$ cat src/rtl/seg_scan_ctrl.sv
// rtl/seg_scan_ctrl.sv - multiplexed scan controller for a common-anode seven-segment display
// Drives one shared hex decoder with per-digit dead time and a per-frame input snapshot.
module seg_scan_ctrl #(
  parameter int NUM_DIGITS   = 4,
  parameter int SHOW_CYCLES  = 100000,
  parameter int BLANK_CYCLES = 1000
) (
  input  logic        clk,
  input  logic        rst_n,
  input  logic [15:0] value,
  input  logic [3:0]  digit_en,
  input  logic [3:0]  dp_in,
  input  logic        lzb,
  output logic [3:0]  nibble,
  output logic        hex_en,
  output logic [3:0]  an,
  output logic        dp,
  output logic        frame_tick
);

  localparam int MAX_CYCLES = (SHOW_CYCLES > BLANK_CYCLES) ? SHOW_CYCLES : BLANK_CYCLES;
  localparam int CW         = (MAX_CYCLES > 1) ? $clog2(MAX_CYCLES) : 1;
  localparam logic [CW-1:0] SHOW_LAST  = CW'(SHOW_CYCLES - 1);
  localparam logic [CW-1:0] BLANK_LAST = CW'(BLANK_CYCLES - 1);
  localparam logic [1:0]    IDX_LAST   = 2'(NUM_DIGITS - 1);

  typedef enum logic [1:0] {
    ST_BLANK = 2'b01,
    ST_SHOW  = 2'b10
  } state_t;

  state_t        state;
  logic [1:0]    idx;
  logic [CW-1:0] cnt;

  logic [15:0]   s_value;
  logic [3:0]    s_en;
  logic [3:0]    s_dp;
  logic          s_lzb;

  logic          snap_now;
  logic [15:0]   n_value;
  logic [3:0]    n_en;
  logic [3:0]    n_dp;
  logic          n_lzb;
  logic [3:0]    tail_zero;
  logic          tz_acc;
  logic          visible;
  logic [3:0]    cur_nibble;

  // Digit 0's outputs are registered on the snapshot edge itself, so they must
  // be computed from the values being captured rather than the stale snapshot.
  always_comb begin
    snap_now = (state == ST_BLANK) && (cnt == BLANK_LAST) && (idx == 2'd0);
    n_value  = snap_now ? value    : s_value;
    n_en     = snap_now ? digit_en : s_en;
    n_dp     = snap_now ? dp_in    : s_dp;
    n_lzb    = snap_now ? lzb      : s_lzb;

    tail_zero = 4'b0000;
    tz_acc    = 1'b1;
    for (int d = 3; d >= 0; d--) begin
      if (d < NUM_DIGITS) begin
        tz_acc = tz_acc & (n_value[4*d +: 4] == 4'h0);
      end
      tail_zero[d] = tz_acc;
    end

    cur_nibble = n_value[{idx, 2'b00} +: 4];
    visible    = n_en[idx] && !(n_lzb && (idx != 2'd0) && tail_zero[idx]);
  end

  always_ff @(posedge clk or negedge rst_n) begin
    if (!rst_n) begin
      state      <= ST_BLANK;
      idx        <= 2'd0;
      cnt        <= '0;
      an         <= 4'b1111;
      hex_en     <= 1'b0;
      nibble     <= 4'h0;
      dp         <= 1'b1;
      frame_tick <= 1'b0;
      s_value    <= 16'h0000;
      s_en       <= 4'h0;
      s_dp       <= 4'h0;
      s_lzb      <= 1'b0;
    end else begin
      frame_tick <= 1'b0;
      case (state)
        ST_BLANK: begin
          if (cnt == BLANK_LAST) begin
            state  <= ST_SHOW;
            cnt    <= '0;
            an     <= visible ? ~(4'b0001 << idx) : 4'b1111;
            hex_en <= visible;
            nibble <= cur_nibble;
            dp     <= visible ? ~n_dp[idx] : 1'b1;
            if (snap_now) begin
              s_value    <= value;
              s_en       <= digit_en;
              s_dp       <= dp_in;
              s_lzb      <= lzb;
              frame_tick <= 1'b1;
            end
          end else begin
            cnt <= cnt + 1'b1;
          end
        end
        ST_SHOW: begin
          if (cnt == SHOW_LAST) begin
            state  <= ST_BLANK;
            cnt    <= '0;
            idx    <= (idx == IDX_LAST) ? 2'd0 : idx + 2'd1;
            an     <= 4'b1111;
            hex_en <= 1'b0;
            dp     <= 1'b1;
          end else begin
            cnt <= cnt + 1'b1;
          end
        end
        default: begin
          state  <= ST_BLANK;
          idx    <= 2'd0;
          cnt    <= '0;
          an     <= 4'b1111;
          hex_en <= 1'b0;
          dp     <= 1'b1;
        end
      endcase
    end
  end

endmodule

$ cat config.mk
export PLATFORM = sky130hd
export DESIGN_NAME = seg_scan_ctrl
export DESIGN_NICKNAME = d
export VERILOG_FILES = /design/src/rtl/seg_scan_ctrl.sv
export SDC_FILE = /design/constraint.sdc
export NUM_CORES = 1
export LEC_CHECK = 0
export ABC_AREA = 0
export BUFFER_PORTS_ARGS = -buffer_cell sky130_fd_sc_hd__buf_2
export CORE_ASPECT_RATIO = 1.1
export CORE_MARGIN = 4
export CORE_UTILIZATION = 41
export CTS_CLUSTER_DIAMETER = 150
export DETAILED_ROUTE_END_ITERATION = 10
export PLACE_DENSITY = 0.61
export SLEW_MARGIN = 20
export SYNTH_ARGS = -nofsm -noshare
export SYNTH_HDL_FRONTEND = slang
export SYNTH_SLANG_ARGS = --single-unit
$ cat constraint.sdc
create_clock -name clk -period 5.2 [get_ports clk]
set_input_delay 1.04 -clock clk [delete_from_list [all_inputs] [get_ports clk]]
set_output_delay 1.04 -clock clk [all_outputs]
set_load 0.01 [all_outputs]
-- Word-level counts from Yosys, hierarchy flattened
Cells that the tools add are included.
- logic and storage cells: 78
- bits in latches: 0
- bits of input ports: 27
- memory bits (read-only): 0
- memories: 0
- bits in writable memories: 0
- bits in registers: 57
- magnitude comparators: 1
- $mul: 0
- bitwise logic cells: 6
- multiplexer cells: 33
- eq/ne operators: 7
- shifts and indexed selects: 2
- reductions and logical operators: 15
- add/sub/neg operators: 2
- div/mod/pow operators: 0
- operators with widths (cell ; number):
    2-to-1 mux 17 bit ; 2
    case mux 17 bit (2 select lines) ; 1
    2-to-1 mux 4 bit ; 5
    adder 17 x 1 -> 17 bit (second input constant) ; 1
    == test 17 x 10 -> 1 bit (second input constant) ; 1
    == test 17 bit (second input constant) ; 1
    logical NOT 4 bit ; 4
    2-to-1 mux 16 bit ; 1
    indexed part select 16 x 5 -> 4 bit ; 1
    2-to-1 mux 1 bit ; 12
    2-to-1 mux 2 bit ; 4
    case mux 2 bit (2 select lines) ; 2
    case mux 4 bit (2 select lines) ; 1
    binary-select mux 1 bit (select 2 bit) ; 3
    AND reduction 2 bit ; 3
    logical AND 1 bit ; 5
    == test 2 bit (second input constant) ; 2
    inverter 4 bit ; 1
    case mux 1 bit (2 select lines) ; 2
    << shifter 1 x 2 -> 4 bit (first input constant) ; 1
    bitwise AND 1 bit ; 3
    < comparator 2 x 3 -> 1 bit (second input constant) ; 1
    adder 2 x 1 -> 2 bit (second input constant) ; 1
    == test 2 x 1 -> 1 bit (second input constant) ; 1
    6 further kinds ; 7

-- Logic depth before layout (Yosys ltp)
Gate-level depths: netlist (run 1).
- depth in word-level cells: 16
- depth in mapped cells: 8
- depth with buffers taken out: 7

-- Worst setup path after synthesis (run 1)
Ideal clock, no wire load.
- kind: reg-to-reg
- start point: register cnt[0]
- end point: register dp
- setup slack: 2.856 ns
- period minus slack after synthesis: 2.344 ns
- setup time: 0.077 ns
- required time: 5.123 ns
- arrival: 2.266 ns
- stages on the path, launching flop included: 8
- path through: dfrtp_1 ha_1 nor4b_2 nand4_2 nor2_4 mux2_2 mux4_2 a31oi_1
- word-level cells in the longest chain between the ends: 16
- elaborated cells on any way between the ends: 32
- ends and longest elaborated chain (what ; line ; RTL):
    start, declared ; 34 ; logic [CW-1:0] cnt;
    start signal, assigned ; 106 ; cnt <= cnt + 1'b1;
    start signal, assigned ; 118 ; cnt <= cnt + 1'b1;
    == test 17 x 10 -> 1 bit ; 54, 91 ;
    logical AND 1 bit (2 in a row) ; 54 ; snap_now = (state == ST_BLANK) && (cnt == BLANK_LAST) && (idx == 2'd0);
    2-to-1 mux 16 bit ; n/a ;
    logical NOT 4 bit ; 64 ; tz_acc = tz_acc & (n_value[4*d +: 4] == 4'h0);
    bitwise AND 1 bit (3 in a row) ; 64 ;
    binary-select mux 1 bit (select 2 bit) ; 70 ; visible = n_en[idx] && !(n_lzb && (idx != 2'd0) && tail_zero[idx]);
    2-to-1 mux 1 bit (implied by the code) ; 70 ;
    logical AND 1 bit ; 70 ;
    logical NOT 1 bit ; 70 ;
    logical AND 1 bit ; 70 ;
    2-to-1 mux 1 bit ; 97 ; dp <= visible ? ~n_dp[idx] : 1'b1;
    2-to-1 mux 1 bit ; 91 ; if (cnt == BLANK_LAST) begin
    case mux 1 bit (2 select lines) ; 89 ; case (state)
    end signal, assigned ; 97 ;
    end, declared ; 17 ; output logic dp,
Several ways; a longest one is shown, not always the timed one. The select of a mux whose other input is x is not followed.
A chain may end at the register's enable or synchronous reset.

-- Final worst setup path (run 1)
- start point: register idx[0]
- end point: register dp
- word-level cells in the longest chain between the ends: 15
- elaborated cells on any way between the ends: 28
- ends and longest elaborated chain (what ; line ; RTL):
    start, declared ; 33 ; logic [1:0] idx;
    start signal, assigned ; 113 ; idx <= (idx == IDX_LAST) ? 2'd0 : idx + 2'd1;
    logical NOT 2 bit ; 54 ;
    logical AND 1 bit ; 54 ;
    2-to-1 mux 16 bit ; n/a ;
    logical NOT 4 bit ; 64 ;
    bitwise AND 1 bit (3 in a row) ; 64 ;
    binary-select mux 1 bit (select 2 bit) ; 70 ;
    2-to-1 mux 1 bit (implied by the code) ; 70 ;
    logical AND 1 bit ; 70 ;
    logical NOT 1 bit ; 70 ;
    logical AND 1 bit ; 70 ;
    2-to-1 mux 1 bit (*) ; 97 ;
    2-to-1 mux 1 bit (*) ; 91 ;
    case mux 1 bit (2 select lines) (*) ; 89 ;
Every way passes the cells marked *; elsewhere a longest branch is shown, timed or not. The select of a mux whose other input is x is not followed.

==> flow_metrics.py, run 1 <==
metrics = {
    "status": {
        "status": "complete, no violations",
    },
    "setup_path": {
        "endpoint_kind": "flop",
        "worstPathCellList": "inv_1 -> ha_1 -> nand2_1 -> nor2_4 -> mux2_2 -> mux4_2 -> a31oi_1",
        "timing_worst_setup_path_type": "flop to flop",
        "worstPathArrival_ps": 3590,
        "cp_data_required_time_ps": 5470,
        "critPathMaxFanout": 34,
        "critPathLaunchType": "flop",
        "max_stage_delay_ps": 730,
        "critPathSlowestCell": "nor2_4",
    },
    "placement": {
        "io_buffers": 37,
        "dp_hpwl_um": 4164,
        "dpl_worst_slack_ps": 1848,
        "routabilityCongestion": 0.7927,
        "placed_cells": 349,
    },
    "clock_tree": {
        "path_clk_slew_ps": 70,
        "post_cts_buffers": 0,
        "cts-resized-gates": 0,
        "cts_root_buf": "clkbuf_8",
        "cts_made_buffers": 9,
        "hold_buffers": 0,
        "clock_latency_ps": 330,
        "cts_tree": "built",
        "clkSinkCount": 57,
        "cts-htree-levels": 3,
        "cts_buffer_depth": 2,
    },
    "synthesis": {
        "ys_ff_latch": 57,
        "synth_edf_count": 0,
        "syn_inst": 237,
        "syn-mean-instance-area_um2": 12.28,
        "synthMuxAreaShare": 0.1685,
        "synth_compound_area_frac": 0.06621,
        "ys_seq_area_frac": 0.4927,
        "ys_async_sr_fraction": 1.000,
        "synthSimpleGateAreaFrac": 0.1698,
        "synth_flop_cell": "dfrtp_1",
        "yosys_warnings": 0,
        "synthAdderAreaFrac": 0.03009,
        "synth_fp_nets": 271,
        "syn_area_um2": 2910,
        "yosys.cell_types.count": 50,
        "synth_top_family_by_area": "simple AND/OR/NAND/NOR gates",
        "synth-xor-area-share": 0.04514,
    },
    "timing": {
        "max_freq_mhz": 300.9,
        "fin_skew_ps": 10.42,
        "fin_tns_setup_ps": 0,
        "relSlewSlack": 0.3947,
        "max_slew.worst_pin.slew_ps": 905.8,
        "post-route-period-util": 0.6392,
        "holdWs_ps": 482.3,
        "drv_slew": 0,
        "finalCriticalPeriod_ps": 3324,
        "setup_ws_ps": 1876,
        "hold_viol_final": 0,
        "setup_viol": 0,
        "rsz0062_at_grt": "false",
    },
    "power": {
        "peakVddDrop_v": 0.0002890,
        "power.total_uw": 973.4,
        "power.density_nw_per_um2": 286.4,
        "power_leakage_nw": 1.604,
    },
    "floorplanning": {
        "core.rowCount": 31,
        "fp.dieW_um": 88.33,
        "die-area_um2": 8512,
        "core_um2": 6749,
        "start_util": 0.4312,
        "die_h_um": 96.37,
        "io_pins": 38,
    },
    "final_layout": {
        "n_antenna_cell": 0,
        "multiInputGateArea_um2": 1396,
        "fin_nets": 312,
        "final_layout_size_suffix_gt1_frac": 0.3180,
        "seqCellArea_um2": 1434,
        "syn2layout_area_growth_pct": 16.77,
        "n_fill_cell": 623,
        "fin_cells": 365,
    },
    "routing": {
        "drt_iter0_markers": 72,
        "wl_per_cell_um": 15.94,
        "firstDrtPassIters": 5,
        "wl_um": 5819,
        "drc_errors": 0,
        "vias": 1997,
        "via_per_inst": 5.471,
        "ant_nets": 0,
    },
    "global_routing": {
        "gr-total-overflow": 0,
        "antenna_found_initial": 0,
        "grt_use_total": 0.1611,
        "grt_max_degree": 58,
        "grt_pass1_vias": 2089,
        "grt_pass1_wl_um": 10380,
    },
    "job": {
        "drv_cap": 0,
    },
    "worst_hold_path": {
        "hold_class": "flop to flop",
    },
}
[Yosys cell counts, types with 5 or more instances]
master	number	share of area
o21ai_0	6	0.010
dfstp_2	6	0.054
xor2_1	10	0.030
nand3_1	11	0.019
inv_1	7	0.0090
mux2_1	16	0.062
mux2_2	6	0.023
nor4_1	6	0.013
ha_1	7	0.030
a31oi_1	6	0.013
xnor2_1	5	0.015
nand2_1	12	0.015
mux4_2	9	0.070
nor2_1	27	0.035
dfrtp_1	51	0.44
[metrics by stage]
step | util | cell area, um2
after floorplan | - | 2910
after detailed placement | 0.4676 | 3156
after global placement | 0.4676 | 3156
final | 0.5035 | 3398
after CTS | 0.5035 | 3398
after global routing | 0.5035 | 3398
[metal layers]
layer / track usage / vias to the layer above / share of wire
met5: 0 / - / 0
met4: 0.04912 / 0 / 0.010
li1: - / 949 / -
met1: 0.2126 / 1000 / 0.47
met3: 0.05223 / 9 / 0.040
met2: 0.2525 / 39 / 0.48
[cell families (layout without fill, tap and decap cells)]
family                   after synthesis  in the layout
AND/OR/NAND/NOR                       81             81
flip-flops                            57             57
multiplexers                          35             35
AO/OA/AOI/OAI                         26             26
buffers and inverters                 16             62
XOR/XNOR                              15             15
adder cells (fa/ha/maj)                7              7
[state kept, by name (all words and copies together) (netlist names)]
signal      cells
s_lzb           1
s_value        16
dp              1
s_en            4
hex_en          1
cnt            17
idx             2
state           2
nibble          4
frame_tick      1
s_dp            4
an              4
[power breakdown]
group	total, mW	switching [mW]	internal, mW
logic	0.0223	0.0136	0.00866
registers	0.444	0	0.444
clock network	0.508	0.179	0.329
total	0.973	0.192	0.781
[worst paths after layout]
check | cells after the start | start | slack (ps) | to
setup / recovery | 7 | idx[0]$_DFFE_PN0P_ | 1880 | dp$_DFFE_PN1P_
hold / removal | 2 | nibble[3]$_DFFE_PN0N_ | 480 | nibble[3]$_DFFE_PN0N_
setup reg to reg | 7 | idx[0]$_DFFE_PN0P_ | 1880 | dp$_DFFE_PN1P_
hold reg to reg | 2 | nibble[3]$_DFFE_PN0N_ | 480 | nibble[3]$_DFFE_PN0N_
max in group asynchronous | 2 | rst_n | 3880 | s_en[2]$_DFFE_PN0N_
min in group asynchronous | 2 | rst_n | 840 | cnt[12]$_DFF_PN0_
[final cells by class]
cell class,instances,area share
Sequential cell,57,0.4219
Multi-Input combinational cell,164,0.4109
Timing Repair Buffer,38,0.05670
Clock buffer,10,0.04050
Clock inverter,6,0.03093
Tap cell,82,0.03019
Inverter,8,0.008837
[critical path, delay by kind of cell, from the launching register on]
kind / cells / cell delay (ps)
simple gates: 2 / 890
buf+inv: 1 / 360
compound gates: 1 / 170
fa+ha+maj: 1 / 280
flops: 1 / 670
mux: 2 / 880
[cells in the final DEF (no fill, tap or decap), drive strengths merged, types with 2 or more instances in the layout]
master	instances
dfrtp	51
buf	38
nor2	28
mux2	22
nand2	12
nand3	11
xor2	10
clkbuf	10
o21ai	10
mux4	9
inv	8
ha	7
nor4	6
a31oi	6
dfstp	6
xnor2	5
nand4	5
mux2i	4
nand4b	3
bufinv	3
clkinv	3
and4	3
nor3	2
nor4b	2
or4	2
and3	2
No activity file was read; power rests on OpenSTA's default activity.
==> inputs of run 2 (changes only) <==
- clock period: 5.2 -> 3.2 ns (I/O delays scaled with it)
==> flow_metrics.py, run 2 (synthesized netlist as in run 1, its figures left out) <==
metrics = {
    "timing": {
        "relSlewSlack": 0.5858,
        "finalCriticalPeriod_ps": 2684,
        "setup_viol": 0,
        "post-route-period-util": 0.8387,
        "rsz0062_at_grt": "false",
        "max_slew.worst_pin.slew_ps": 621.2,
        "fin_tns_setup_ps": 0,
        "fin_skew_ps": 6.107,
        "max_freq_mhz": 372.6,
        "hold_viol_final": 0,
        "drv_slew": 0,
    },
    "setup_path": {
        "r2r-start": "cnt[0]$_DFF_PN0_",
        "worstPathCellList": "ha_1 -> nor4b_2 -> nand4_2 -> nor2_4 -> buf_4 -> a2111oi_2 -> nor4b_4 -> a31oi_1",
        "critPathMaxFanout": 30,
        "cp_data_required_time_ps": 3450,
        "endpoint_kind": "flop",
        "timing_worst_setup_path_type": "flop to flop",
        "crit_start": "cnt[0]$_DFF_PN0_",
        "critPathSlowestCell": "dfrtp_1",
        "max_stage_delay_ps": 390,
        "critPathLaunchType": "flop",
        "worstPathArrival_ps": 2930,
    },
    "final_layout": {
        "largest-register": "cnt",
        "fin_cells": 369,
        "mostFrequentLayoutCells": "dfrtp_1, buf_2, nor2_1",
        "largest_register_ffs": 17,
        "layout_commonest_cell": "dfrtp_1",
        "largestRegisters": "cnt: 17 flops, s_value: 16 flops",
        "n_antenna_cell": 0,
        "fin_nets": 316,
        "syn2layout_area_growth_pct": 17.33,
        "final_layout_size_suffix_gt1_frac": 0.3275,
    },
    "clock_tree": {
        "clock_latency_ps": 330,
        "cts-resized-gates": 0,
        "path_clk_slew_ps": 70,
        "clkSinkCount": 57,
        "cts_tree": "built",
        "cts_made_buffers": 9,
        "cts_root_buf": "clkbuf_8",
        "post_cts_buffers": 0,
        "cts-htree-levels": 3,
        "cts_buffer_depth": 2,
        "hold_buffers": 0,
    },
    "power": {
        "internal_power_mw": 1.214,
        "switching_share": 0.2057,
        "p_switching_uw": 314.3,
        "power.density_nw_per_um2": 447.5,
        "power_leakage_nw": 1.613,
        "combPwrFrac": 0.024,
        "peakVddDrop_v": 0.0003060,
        "clkPwrFrac": 0.504,
        "seqPwrFrac": 0.472,
    },
    "placement": {
        "dp_hpwl_um": 4453,
        "placed_cells": 353,
        "routabilityCongestion": 0.8056,
        "io_buffers": 37,
    },
    "global_routing": {
        "grt_pass1_wl_um": 10340,
        "grt_max_degree": 31,
        "grt_pass1_vias": 2135,
        "antenna_found_initial": 0,
        "gr-total-overflow": 0,
        "grt_use_total": 0.1609,
    },
    "floorplanning": {
        "fp.dieW_um": 88.33,
        "die-area_um2": 8512,
        "core.rowCount": 31,
        "die_h_um": 96.37,
        "start_util": 0.4312,
        "io_pins": 38,
        "core_um2": 6749,
    },
    "status": {
        "status": "complete, no violations",
    },
    "routing": {
        "ant_nets": 0,
        "vias": 2024,
        "via_per_inst": 5.485,
        "drc_errors": 0,
        "drt_iter0_markers": 73,
        "firstDrtPassIters": 4,
        "wl_um": 6030,
        "wl_per_cell_um": 16.34,
    },
    "worst_hold_path": {
        "hold_class": "primary input to async pin",
    },
    "job": {
        "drv_cap": 0,
    },
}
-- run 2: path summary, 6_finish.rpt --
check                                        to  slack, ps  cells past startpoint
max                           an[0]$_DFFE_PN1P_        520                      8
min                           cnt[10]$_DFF_PN0_        310                      1
max reg2reg                   an[0]$_DFFE_PN1P_        520                      8
min reg2reg                    cnt[0]$_DFF_PN0_        490                      1
max in group asynchronous  state[0]$_DFFE_PN1P_       2150                      2
min in group clk               cnt[0]$_DFF_PN0_        490                      1
-- run 2: worst max-delay path: cells and delay by family (launching register included) --
kind            cells  cell delay (ps)
compound gates      2              300
fa+ha+maj           1              260
buf+inv             1              380
flops               1              390
simple gates        4             1270
-- run 2: final cells by class --
cell class              count  area (um2)
clock buffers              11       151.4
fillers                   612        3334
flip-flops and latches     57        1434
inverters                   8       30.03
clock inverters             5       77.57
repair buffers             42       222.7
multi-input cells         164        1396
well taps                  82       102.6
-- run 2: through the flow --
stage	util	power (mW)	instance area (um2)	worst slack [ps]	hold WS, ps
after floorplan	-	0.7365	2910	856.3	344.4
after global placement	0.4720	0.7725	3186	586.7	467.7
after detailed placement	0.4720	0.7732	3186	545.5	481.1
after CTS	0.5059	1.546	3415	509.2	318.9
after global routing	0.5059	1.588	3415	337.3	346.3
final	0.5059	1.528	3415	516.2	306.7
-- run 2: layer usage --
| layer | up-vias | wire [um] | track usage |
|---|---|---|---|
| li1 | 959 | - | - |
| met1 | 1007 | 2630 | 0.2022 |
| met2 | 47 | 3047 | 0.2631 |
| met3 | 11 | 226 | 0.03510 |
| met4 | 0 | 126 | 0.07557 |
| met5 | - | 0 | 0 |
-- run 2: power by group through the flow --
| stage | logic, mW | clock network [mW] | registers (mW) |
|---|---|---|---|
| final | 0.0374 | 0.770 | 0.721 |
| after global routing | 0.0431 | 0.825 | 0.720 |
| after CTS | 0.0392 | 0.786 | 0.721 |
| after detailed placement | 0.0392 | 0 | 0.734 |
| after global placement | 0.0385 | 0 | 0.734 |
| after floorplan | 0.00227 | 0 | 0.734 |
==> inputs of run 3 (changes only) <==
- PLACE_DENSITY: 0.61 -> 0.63
- clock period: 3.2 -> 2.3 ns (I/O delays scaled with it)
==> flow_metrics.py, run 3 (synthesized netlist as in run 1, its figures left out) <==
metrics = {
    "placement": {
        "dp_hpwl_um": 4717,
        "dpl_worst_slack_ps": -83.32,
        "placed_cells": 378,
        "routabilityCongestion": 0.8018,
        "io_buffers": 37,
    },
    "clock_tree": {
        "cts_tree": "built",
        "cts_buffer_depth": 2,
        "cts_made_buffers": 9,
        "hold_buffers": 0,
        "clock_latency_ps": 340,
        "cts-htree-levels": 3,
        "clkSinkCount": 57,
        "cts_root_buf": "clkbuf_8",
        "path_clk_slew_ps": 70,
    },
    "worst_hold_path": {
        "hold_class": "primary input to async pin",
    },
    "floorplanning": {
        "core.rowCount": 31,
        "fp.dieW_um": 88.33,
        "start_util": 0.4312,
        "die-area_um2": 8512,
        "die_h_um": 96.37,
        "core_um2": 6749,
        "io_pins": 38,
    },
    "timing": {
        "drv_slew": 0,
        "hold_viol_final": 0,
        "finalCriticalPeriod_ps": 2284,
        "setup_ws_ps": 15.71,
        "fin_skew_ps": 11.25,
        "max_freq_mhz": 437.8,
        "post-route-period-util": 0.9932,
        "setup_viol": 0,
        "max_slew.worst_pin.slew_ps": 602.2,
        "rsz0062_at_grt": "true",
        "relSlewSlack": 0.5985,
    },
    "setup_path": {
        "timing_worst_setup_path_type": "flop to flop",
        "cp_data_required_time_ps": 2560,
        "max_stage_delay_ps": 470,
        "r2r_slack_ps": 20,
        "worstPathCellList": "ha_2 -> nor4b_4 -> nand4_2 -> nor2_4 -> mux2_4 -> mux4_2 -> a31oi_1",
        "critPathSlowestCell": "mux4_2",
        "worstPathArrival_ps": 2540,
        "critPathLaunchType": "flop",
        "endpoint_kind": "flop",
        "critPathMaxFanout": 5,
    },
    "final_layout": {
        "mostFrequentLayoutCells": "dfrtp_1, buf_2, buf_4",
        "n_fill_cell": 614,
        "final_layout_size_suffix_gt1_frac": 0.4082,
        "largest_register_ffs": 17,
        "fin_cells": 398,
        "layout_commonest_cell": "dfrtp_1",
        "largest-register": "cnt",
        "syn2layout_area_growth_pct": 28.72,
        "largestRegisters": "cnt: 17 flops, s_value: 16 flops",
        "n_antenna_cell": 0,
        "fin_nets": 345,
    },
    "global_routing": {
        "grt_use_total": 0.1726,
        "antenna_found_initial": 0,
        "grt_max_degree": 33,
        "grt_pass1_vias": 2333,
        "grt_pass1_wl_um": 11100,
        "gr-total-overflow": 0,
    },
    "routing": {
        "drc_errors": 0,
        "wl_per_cell_um": 16.34,
        "wl_um": 6504,
        "via_per_inst": 5.392,
        "ant_nets": 0,
        "drt_iter0_markers": 53,
        "vias": 2146,
        "firstDrtPassIters": 4,
    },
    "power": {
        "peakVddDrop_v": 0.0004660,
        "power.total_mw": 2.163,
        "power.density_nw_per_um2": 577.3,
        "power_leakage_nw": 1.785,
    },
    "job": {
        "drv_cap": 0,
    },
    "status": {
        "status": "complete, no violations",
    },
}
run 3: cell count changes in the layout (fill, tap and decap cells not counted), sizes merged:
cell,previous run,this run
clkinv,2,0
buf,42,71
clkbuf,11,14
clkinvlp,1,0
run 3: critical path: cells and delay by family, from the launching register on:
| family | cells | cell delay [ps] |
|---|---|---|
| flops | 1 | 350 |
| fa+ha+maj | 1 | 190 |
| simple gates | 3 | 720 |
| mux | 2 | 800 |
| compound gates | 1 | 140 |
run 3: path summary, 6_finish.rpt:
path | from | endpoint | depth (start not counted)
max in group asynchronous | rst_n | nibble[3]$_DFFE_PN0N_ | 2
setup reg to reg | cnt[0]$_DFF_PN0_ | dp$_DFFE_PN1P_ | 7
min in group clk | lzb | s_lzb$_DFFE_PN0N_ | 2
setup / recovery | cnt[0]$_DFF_PN0_ | dp$_DFFE_PN1P_ | 7
hold / removal | rst_n | state[1]$_DFFE_PN0P_ | 1
hold reg to reg | nibble[0]$_DFFE_PN0N_ | nibble[0]$_DFFE_PN0N_ | 2
run 3: final cells by class:
class	count	area (um2)	area share
multi-input combinational	164	1469	0.3921
sequential	57	1434	0.3828
timing repair buffer	71	478.0	0.1276
clock buffer	14	172.7	0.04609
tap	82	102.6	0.02739
clock inverter	2	60.06	0.01603
inverter	8	30.03	0.008016
run 3: per-stage QoR:
step                      hold slack (ps)  instance area [um2]  utilization  TNS [ps]
after floorplan                     164.4                 2919            -         0
after global placement              467.3                 3407       0.5048         0
after detailed placement            477.4                 3407       0.5048    -371.5
after CTS                           124.7                 3656       0.5417         0
after global routing                148.1                 3746       0.5551    -347.7
final                               127.7                 3746       0.5551         0
run 3: power breakdown:
| part | internal [mW] | switching [mW] |
|---|---|---|
| Sequential | 1.00 | 0 |
| Clock | 0.700 | 0.405 |
| Combinational | 0.0221 | 0.0318 |
run 3: layer usage:
metal | vias up | share of wire | wire, um | GRT usage
li1 | 1021 | - | - | -
met1 | 1073 | 0.42 | 2706 | 0.2010
met2 | 41 | 0.53 | 3460 | 0.2999
met3 | 11 | 0.036 | 234 | 0.04709
met4 | 0 | 0.016 | 104 | 0.06801
met5 | - | 0 | 0 | 0
run 3: repair_timing:
action | 4_1_cts | 5_1_grt
setup endpoints to repair | 7 | 10
resized for setup | 4 | 15
setup buffers | 1 | 3
pin swaps | 1 | 7
gates cloned | 0 | 0
